File: src/rtl/cordic_out_serializer.sv
// Buffers CORDIC result words in a small FIFO and streams each one out MSB chunk
// first as NBEATS beats of OUT_WIDTH bits on a valid/ready pad bus.
module cordic_out_serializer #(
  parameter int DATA_WIDTH = 56,
  parameter int OUT_WIDTH  = 8,
  parameter int DEPTH      = 4
) (
  input  logic                     i_clk,
  input  logic                     i_async_rst_n,
  input  logic                     i_clr,
  input  logic                     i_vld,
  input  logic [DATA_WIDTH-1:0]    i_data,
  output logic                     o_vld,
  input  logic                     i_rdy,
  output logic [OUT_WIDTH-1:0]     o_data,
  output logic                     o_sof,
  output logic                     o_eof,
  output logic [$clog2(DEPTH):0]   o_count,
  output logic                     o_ovf,
  output logic                     o_dbg_state
);

  localparam int NBEATS = DATA_WIDTH / OUT_WIDTH;
  localparam int AW     = $clog2(DEPTH);
  localparam int BW     = (NBEATS > 1) ? $clog2(NBEATS) : 1;
  localparam logic [BW-1:0] LAST_BEAT = BW'(NBEATS - 1);
  localparam logic [AW:0]   FULL      = (AW + 1)'(DEPTH);

  typedef enum logic {
    IDLE = 1'b0,
    SEND = 1'b1
  } state_t;

  state_t                state_q, state_d;
  logic [DATA_WIDTH-1:0] mem [DEPTH];
  logic [AW-1:0]         wr_ptr_q, rd_ptr_q;
  logic [AW:0]           count_q;
  logic [BW-1:0]         beat_q, beat_d;
  logic [DATA_WIDTH-1:0] shreg_q, shreg_d;
  logic                  ovf_q;
  logic                  handshake, last_beat, pop, push, drop;

  // Pad bus: a beat transfers on the rising edge where o_vld & i_rdy; o_vld
  // stays high for the whole word and o_data/o_sof/o_eof hold while i_rdy=0.
  always_comb begin
    handshake = (state_q == SEND) && i_rdy;
    last_beat = (beat_q == LAST_BEAT);
    pop       = (count_q != '0) && ((state_q == IDLE) || (handshake && last_beat));
    push      = i_vld && ((count_q != FULL) || pop);
    drop      = i_vld && !push;
    state_d   = state_q;
    beat_d    = beat_q;
    shreg_d   = shreg_q;
    if (pop) begin
      state_d = SEND;
      beat_d  = '0;
      shreg_d = mem[rd_ptr_q];
    end else if (handshake) begin
      if (last_beat) begin
        state_d = IDLE;
      end else begin
        beat_d  = beat_q + 1'b1;
        shreg_d = shreg_q << OUT_WIDTH;
      end
    end
  end

  always_ff @(posedge i_clk or negedge i_async_rst_n) begin
    if (!i_async_rst_n) begin
      state_q  <= IDLE;
      beat_q   <= '0;
      shreg_q  <= '0;
      wr_ptr_q <= '0;
      rd_ptr_q <= '0;
      count_q  <= '0;
      ovf_q    <= 1'b0;
    end else if (i_clr) begin
      state_q  <= IDLE;
      beat_q   <= '0;
      shreg_q  <= '0;
      wr_ptr_q <= '0;
      rd_ptr_q <= '0;
      count_q  <= '0;
      ovf_q    <= 1'b0;
    end else begin
      state_q <= state_d;
      beat_q  <= beat_d;
      shreg_q <= shreg_d;
      if (push) wr_ptr_q <= wr_ptr_q + 1'b1;
      if (pop)  rd_ptr_q <= rd_ptr_q + 1'b1;
      if (push && !pop)      count_q <= count_q + 1'b1;
      else if (pop && !push) count_q <= count_q - 1'b1;
      if (drop) ovf_q <= 1'b1;
    end
  end

  // Storage is never reset; the head read above sees the old entry when a
  // push at full lands on the same slot in the same cycle.
  always_ff @(posedge i_clk) begin
    if (push && !i_clr) mem[wr_ptr_q] <= i_data;
  end

  assign o_vld       = (state_q == SEND);
  assign o_data      = shreg_q[DATA_WIDTH-1 -: OUT_WIDTH];
  assign o_sof       = (state_q == SEND) && (beat_q == '0);
  assign o_eof       = (state_q == SEND) && last_beat;
  assign o_count     = count_q;
  assign o_ovf       = ovf_q;
  assign o_dbg_state = state_q;

endmodule

File: config.mk
export PLATFORM = sky130hd
export DESIGN_NAME = cordic_out_serializer
export DESIGN_NICKNAME = d
export VERILOG_FILES = /design/src/rtl/cordic_out_serializer.sv
export SDC_FILE = /design/constraint.sdc
export NUM_CORES = 1
export LEC_CHECK = 0
export CORE_MARGIN = 4
export CORE_UTILIZATION = 36
export DETAILED_ROUTE_END_ITERATION = 6
export SLEW_MARGIN = 20
export SYNTH_ARGS = -nofsm -noshare
export SYNTH_HDL_FRONTEND = slang
export SYNTH_SLANG_ARGS = --single-unit
File: constraint.sdc
create_clock -name i_clk -period 3.78 [get_ports i_clk]
set_clock_uncertainty 0.2 [all_clocks]
set_input_delay 0.756 -clock i_clk [delete_from_list [all_inputs] [get_ports i_clk]]
set_output_delay 0.756 -clock i_clk [all_outputs]
set_load 0.02 [all_outputs]
==> flow_summary_export.csv, run 1 <==
group,metric,value,unit
route,dr_total_vias,5949,
grt,grt_pass1_wl,37.5,mm
logic_synthesis,yosys.cell_types.count,44,
cts,ctsHtreeMaxLevel,1,
logic_synthesis,synth_compound_area_share,7.50,%
logic_synthesis,synth_nets,697,
critical_path,cp.arrival,2.10,ns
pwr,power_per_cell_area,675,mW/mm2
final_layout,drive_above_1_share,18.0,%
route,ant_nets,0,
timing,timing.fmax,327,MHz
cts,numCtsBuffers,30,
floorplan,fp.dieArea,0.0348,mm2
grt,overflow,0,
logic_synthesis,synth_most_common_cell,"edfxtp_1",
floorplan,pin_count,77,
logic_synthesis,synth-simple-area-share,3.46,%
final_layout,multi_input_area,0.00273,mm2
final_layout,ff_latch_area,0.00843,mm2
floorplan,fp.dieH,187,um
route,wl_per_cell,20.9,um
cts,root_buffer,"clkbuf_16",
logic_synthesis,synth_enable_flop_cells,224,
logic_synthesis,ys_seq_elements,292,
timing,slew_headroom,38.1,%
floorplan,die_w,187,um
grt,grtUsageMet2,23.1,%
route,firstDrtPassIters,4,
timing,finalSetupTns,0,ns
run_status,outcome,"completed",
grt,grt_util_all_layers,13.4,%
logic_synthesis,synthMuxAreaShare,11.4,%
timing,drv_slew,0,
route,via_per_inst,5.26,
logic_synthesis,synth_top_family_by_area,"multiplexers",
cts,clk_latency,0.54,ns
timing,setup_viol,0,
timing,post-route-period-util,80.9,%
final_layout,diodes,0,
timing,hold_viol,0,
logic_synthesis,ys_seq_area_share,73.4,%
grt,grt_max_degree,57,
critical_path,start_kind,"register",
cts,cts_tree,"built",
cts,ctsHoldBuffers,0,
flow_run,max_cap_violations,0,
floorplan,core-area,0.0315,mm2
cts,cts_setup_buffers,0,
logic_synthesis,syn_area_per_cell,18.3,um2
critical_path,critical_path.max_fanout,17,
place,dpl.hpwl,14.2,mm
logic_synthesis,synth.top_cell.area_share,58.6,%
grt,use_met3,2.45,%
final_layout,syn_to_final_growth,18.8,%
logic_synthesis,yosys-top-cells-count,"edfxtp_1 (224), dfrtp_1 (68), mux4_2 (56)",
route,drc,0,
logic_synthesis,synth_top_cell_by_area,"edfxtp_1",
logic_synthesis,synth_fa_ha_area_share,0.938,%
timing,rsz0062_at_grt,"no",
logic_synthesis,synth_area,0.0115,mm2
timing,worstMarginPinSlew,0.929,ns
final_layout,nets,774,
floorplan,fp-row-count,65,
critical_path,critPathRequiredTime,2.82,ns
logic_synthesis,ys.flop_type,"edfxtp_1",
timing,holdWs,0.141,ns
place,gp_congestion,0.817,
pwr,leakagePower,4.63,nW
place,port_buffers,76,
grt,grt_pass1_vias,6464,
route,drt_iter0_markers,388,
floorplan,start_util,36.5,%
cts,clockBufferDepth,3,
cts,postCtsResizedCells,0,
pwr,vdd_drop_max,0.355,mV
grt,met1_usage,17.9,%
final_layout,fillers,2742,
logic_synthesis,synthTopCellsByArea,"edfxtp_1 (59%), dfrtp_1 (15%), mux4_2 (11%), a2bb2oi_1 (3.7%), nand2_1 (1.7%)",
route,drt_wl_total,23.6,mm
logic_synthesis,syn-instance-count,628,
min_path,hold_path.class,"input port to asynchronous set/reset pin",
critical_path,critPathKind,"register to output port",
logic_synthesis,yosys_warnings,0,
cts,clk_pin_slew,0.06,ns
grt,grt_most_used_layer,"met2",
grt,antenna_found_initial,2,
timing,fin_crit,3.06,ns
logic_synthesis,synth_xor_area_share,0.382,%
critical_path,crit_path_end_kind,"output port",
logic_synthesis,async_reset_ff_share,23.3,%
cts,clock_sinks,292,
-- routing by layer --
metal	share of wire, %	routed length (um)	up-vias
li1	-	-	2637
met1	43	10100	3121
met2	51	12000	151
met3	4.5	1070	36
met4	2.0	465	4
met5	0.097	23	-
-- critical path, stage by stage, from the launching register on --
cell,delay (ns)
dfrtp_1,0.70
and3_1,0.25
clkdlybuf4s50_1,0.61
-- layout make-up --
type / instances / area share [%]
clock buffer: 48 / 6.52
clock inverter: 8 / 0.486
multi-input combinational: 280 / 20.0
timing repair buffer: 93 / 7.21
inverter: 8 / 0.220
sequential: 292 / 61.8
tap: 402 / 3.69
-- power breakdown --
group	switching, mW	internal (mW)	leakage, nW	total, mW
logic	1.06	1.09	1.26	2.16
registers	0.358	3.88	2.91	4.24
clock network	1.14	1.67	0.468	2.81
total	2.56	6.65	4.63	9.20
-- cells by family (layout without fill, tap and decap cells) --
logic type,after synthesis,after routing
buf+inv,56,157
simple gates,86,86
xor+xnor,5,5
compound gates,121,121
mux,60,60
fa+ha+maj,8,8
flops,292,292
-- registers in the layout, summed over array words and instances (netlist names) --
| signal | count |
|---|---|
| beat_q | 3 |
| wr_ptr_q | 2 |
| rd_ptr_q | 2 |
| o_count | 3 |
| o_ovf | 1 |
| shreg_q | 56 |
| mem | 224 |
| o_dbg_state | 1 |
-- layout by cell type, fill, tap and decap left out, drive strengths merged --
cell           synthesis  routed
a211o                  1       1
a211oi                 2       2
a21o                   1       1
a21oi                  3       3
a221oi                 1       1
a22o                   8       8
a2bb2oi               48      48
a31oi                  3       3
and2                   7       7
and3                   3       3
and3b                  1       1
buf                   35      18
bufinv                 0       1
clkbuf                13      48
clkdlybuf4s50          0      75
clkinv                 0       5
dfrtp                 68      68
edfxtp               224     224
fa                     1       1
ha                     7       7
inv                    8      10
mux2                   2       2
mux2i                  2       2
mux4                  56      56
nand2                 52      52
nand2b                 1       1
nand3                  4       4
nand4                  1       1
nor2                   9       9
nor2b                  2       2
nor3                   4       4
nor3b                  1       1
o211ai                 1       1
o21ai                 52      52
o22ai                  1       1
or3                    1       1
xnor2                  4       4
xor2                   1       1
-- path summary, 6_finish.rpt --
| check | end | start | slack [ns] | depth (start not counted) |
|---|---|---|---|---|
| worst max-delay path | o_eof | o_dbg_state$_DFFE_PN0P_ | 0.72 | 2 |
| worst min-delay path | shreg_q[52]$_DFFE_PN0P_ | i_async_rst_n | 0.14 | 1 |
| worst max register to register | mem[2][2]$_DFFE_PP_ | beat_q[0]$_DFFE_PN0P_ | 1.01 | 7 |
| worst min register to register | shreg_q[2]$_DFFE_PN0P_ | shreg_q[2]$_DFFE_PN0P_ | 0.30 | 1 |
| max in group asynchronous | shreg_q[10]$_DFFE_PN0P_ | i_async_rst_n | 2.46 | 2 |
| min in group i_clk | shreg_q[2]$_DFFE_PN0P_ | shreg_q[2]$_DFFE_PN0P_ | 0.30 | 1 |
-- stage by stage --
step / power (mW) / setup WS (ns) / std cells / instance area (um2) / utilization (%)
after floorplan: 5.86 / 0.357 / 628 / 11500 / -
after global placement: 6.43 / 0.473 / 1075 / 12700 / 40.3
after detailed placement: 6.50 / 0.438 / 1075 / 12700 / 40.3
after CTS: 9.32 / 0.711 / 1131 / 13600 / 43.3
after global routing: 9.67 / 0.603 / 1131 / 13600 / 43.3
final: 9.20 / 0.722 / 1131 / 13600 / 43.3
(Power assumes the default switching activity.)
==> run 2: changes to the inputs <==
Clock period 3.78 ns to 3.2 ns, I/O delays scaled along.
==> flow_summary_export.csv, run 2 (synthesis gave the netlist of run 1 again) <==
group,metric,value,unit
route,drt_wl_total,23.2,mm
final_layout,regMostFlops,"mem",
pwr,leakagePower,4.72,nW
grt,antenna_found_initial,2,
timing,drv_slew,0,
run_status,outcome,"completed",
cts,ctsHoldBuffers,1,
min_path,hold_start,"shreg_q[6]$_DFFE_PN0P_",
pwr,power_per_cell_area,801,mW/mm2
timing,slew_headroom,62.3,%
floorplan,pin_count,77,
floorplan,start_util,36.5,%
timing,hold_viol,0,
timing,timing.fmax,341,MHz
grt,overflow,0,
cts,ctsHtreeMaxLevel,1,
route,dr_total_vias,5936,
route,wl_per_cell,20.4,um
final_layout,top_regs,"mem x224, shreg_q x56",
place,dpl.cell_count,1085,
critical_path,path_cells,"and3_1 > clkdlybuf4s50_1",
min_path,hold_path.class,"register to register",
route,drc,0,
critical_path,max_stage_delay,0.70,ns
cts,clockBufferDepth,3,
timing,holdWs,0.302,ns
cts,cts_setup_buffers,0,
critical_path,critPathKind,"register to output port",
min_path,hold_depth,1,
floorplan,fp-row-count,65,
route,firstDrtPassIters,5,
final_layout,syn_to_final_growth,20.3,%
final_layout,largest_register_ff_count,224,
critical_path,critical_path.max_fanout,17,
cts,postCtsResizedCells,0,
grt,grt_pass1_wl,36.6,mm
critical_path,crit_path_end_kind,"output port",
cts,root_buffer,"clkbuf_16",
min_path,hold_end,"shreg_q[6]$_DFFE_PN0P_",
floorplan,core-area,0.0315,mm2
floorplan,die_w,187,um
timing,setup_viol,0,
critical_path,start_kind,"register",
floorplan,fp.dieH,187,um
cts,cts_tree,"built",
place,dpl.hpwl,14.8,mm
final_layout,layout_common_cells,"edfxtp_1 (224), clkdlybuf4s50_1 (75), dfrtp_1 (66)",
route,ant_nets,0,
critical_path,path_buf_inv,1,
critical_path,regToRegEndpoint,"o_count[2]$_DFFE_PN0P_",
floorplan,fp.dieArea,0.0348,mm2
cts,numCtsBuffers,30,
grt,grt_pass1_vias,6276,
place,gp_congestion,0.793,
critical_path,r2r-start,"beat_q[0]$_DFFE_PN0P_",
flow_run,max_cap_violations,0,
grt,grt_util_all_layers,13.2,%
critical_path,crit_path_top_delay_cell,"dfrtp_1",
grt,grtUsageMet2,22.3,%
timing,post-route-period-util,91.5,%
timing,finalSetupTns,0,ns
critical_path,reg2reg_depth,10,
critical_path,cp.arrival,2.09,ns
pwr,vdd_drop_max,0.498,mV
timing,rsz0062_at_grt,"no",
final_layout,final_common_cell,"edfxtp_1",
critical_path,r2r_setup_slack,0.52,ns
final_layout,fin_cells,1140,
grt,use_met3,2.56,%
cts,clk_pin_slew,0.06,ns
place,post_dp_cell_area,0.0128,mm2
critical_path,critPathRequiredTime,2.36,ns
critical_path,critPathTopFamily,"flip-flops",
final_layout,drive_above_1_share,19.4,%
cts,clock_sinks,292,
grt,grt_max_degree,58,
final_layout,design_area,0.0138,mm2
route,via_per_inst,5.21,
cts,clk_latency,0.54,ns
timing,worstMarginPinSlew,0.565,ns
route,drt_iter0_markers,428,
place,port_buffers,76,
timing,fin_crit,2.93,ns
grt,met1_usage,18.1,%
final_layout,nets,785,
grt,grt_most_used_layer,"met2",
==> run 2: final cells by class <==
type | instances | area [um2]
well taps | 402 | 503
clock inverters | 16 | 178
inverters | 8 | 30.0
repair buffers | 104 | 1120
multi-input cells | 280 | 2730
flip-flops and latches | 292 | 8430
clock buffers | 37 | 808
diodes | 1 | 2.50
fillers | 2687 | 17700
==> run 2: worst max-delay path by stage <==
| stage | to | cells after the start | slack [ns] | start |
|---|---|---|---|---|
| after global placement | o_count[2]$_DFFE_PN0P_ | 9 | 0.23 | i_rdy |
| after global routing | o_eof | 2 | 0.15 | o_dbg_state$_DFFE_PN0P_ |
| after detailed placement | o_count[2]$_DFFE_PN0P_ | 9 | 0.18 | i_rdy |
| after floorplan | mem[0][0]$_DFFE_PP_ | 6 | 0.44 | beat_q[0]$_DFFE_PN0P_ |
| after CTS | o_eof | 2 | 0.24 | o_dbg_state$_DFFE_PN0P_ |
| final | o_eof | 2 | 0.27 | o_dbg_state$_DFFE_PN0P_ |
==> run 2: per-stage QoR <==
stage	total power, mW	worst slack, ns	utilization, %
final	11.1	0.271	43.9
after global placement	7.66	0.230	40.7
after global routing	11.6	0.150	43.8
after floorplan	6.92	0.444	-
after CTS	11.2	0.241	43.8
after detailed placement	7.71	0.184	40.7
==> run 2: worst reg2reg max path, delay by kind of cell, from the launching register on <==
kind / cells / cell delay, ns
adder cells (fa/ha/maj): 2 / 0.65
buffers and inverters: 1 / 0.13
AND/OR/NAND/NOR: 4 / 0.74
AO/OA/AOI/OAI: 3 / 0.50
flip-flops: 1 / 0.39
==> run 2: power breakdown <==
| group | switching, mW | leakage (nW) | internal [mW] |
|---|---|---|---|
| combinational | 1.32 | 1.32 | 1.33 |
| clock | 1.35 | 0.487 | 2.10 |
| sequential | 0.369 | 2.91 | 4.59 |
==> run 2: metal layers <==
| layer | vias to the layer above | routed length [um] |
|---|---|---|
| met5 | - | 18 |
| met4 | 4 | 417 |
| met3 | 34 | 1250 |
| met2 | 152 | 11500 |
| met1 | 3089 | 10000 |
| li1 | 2657 | - |
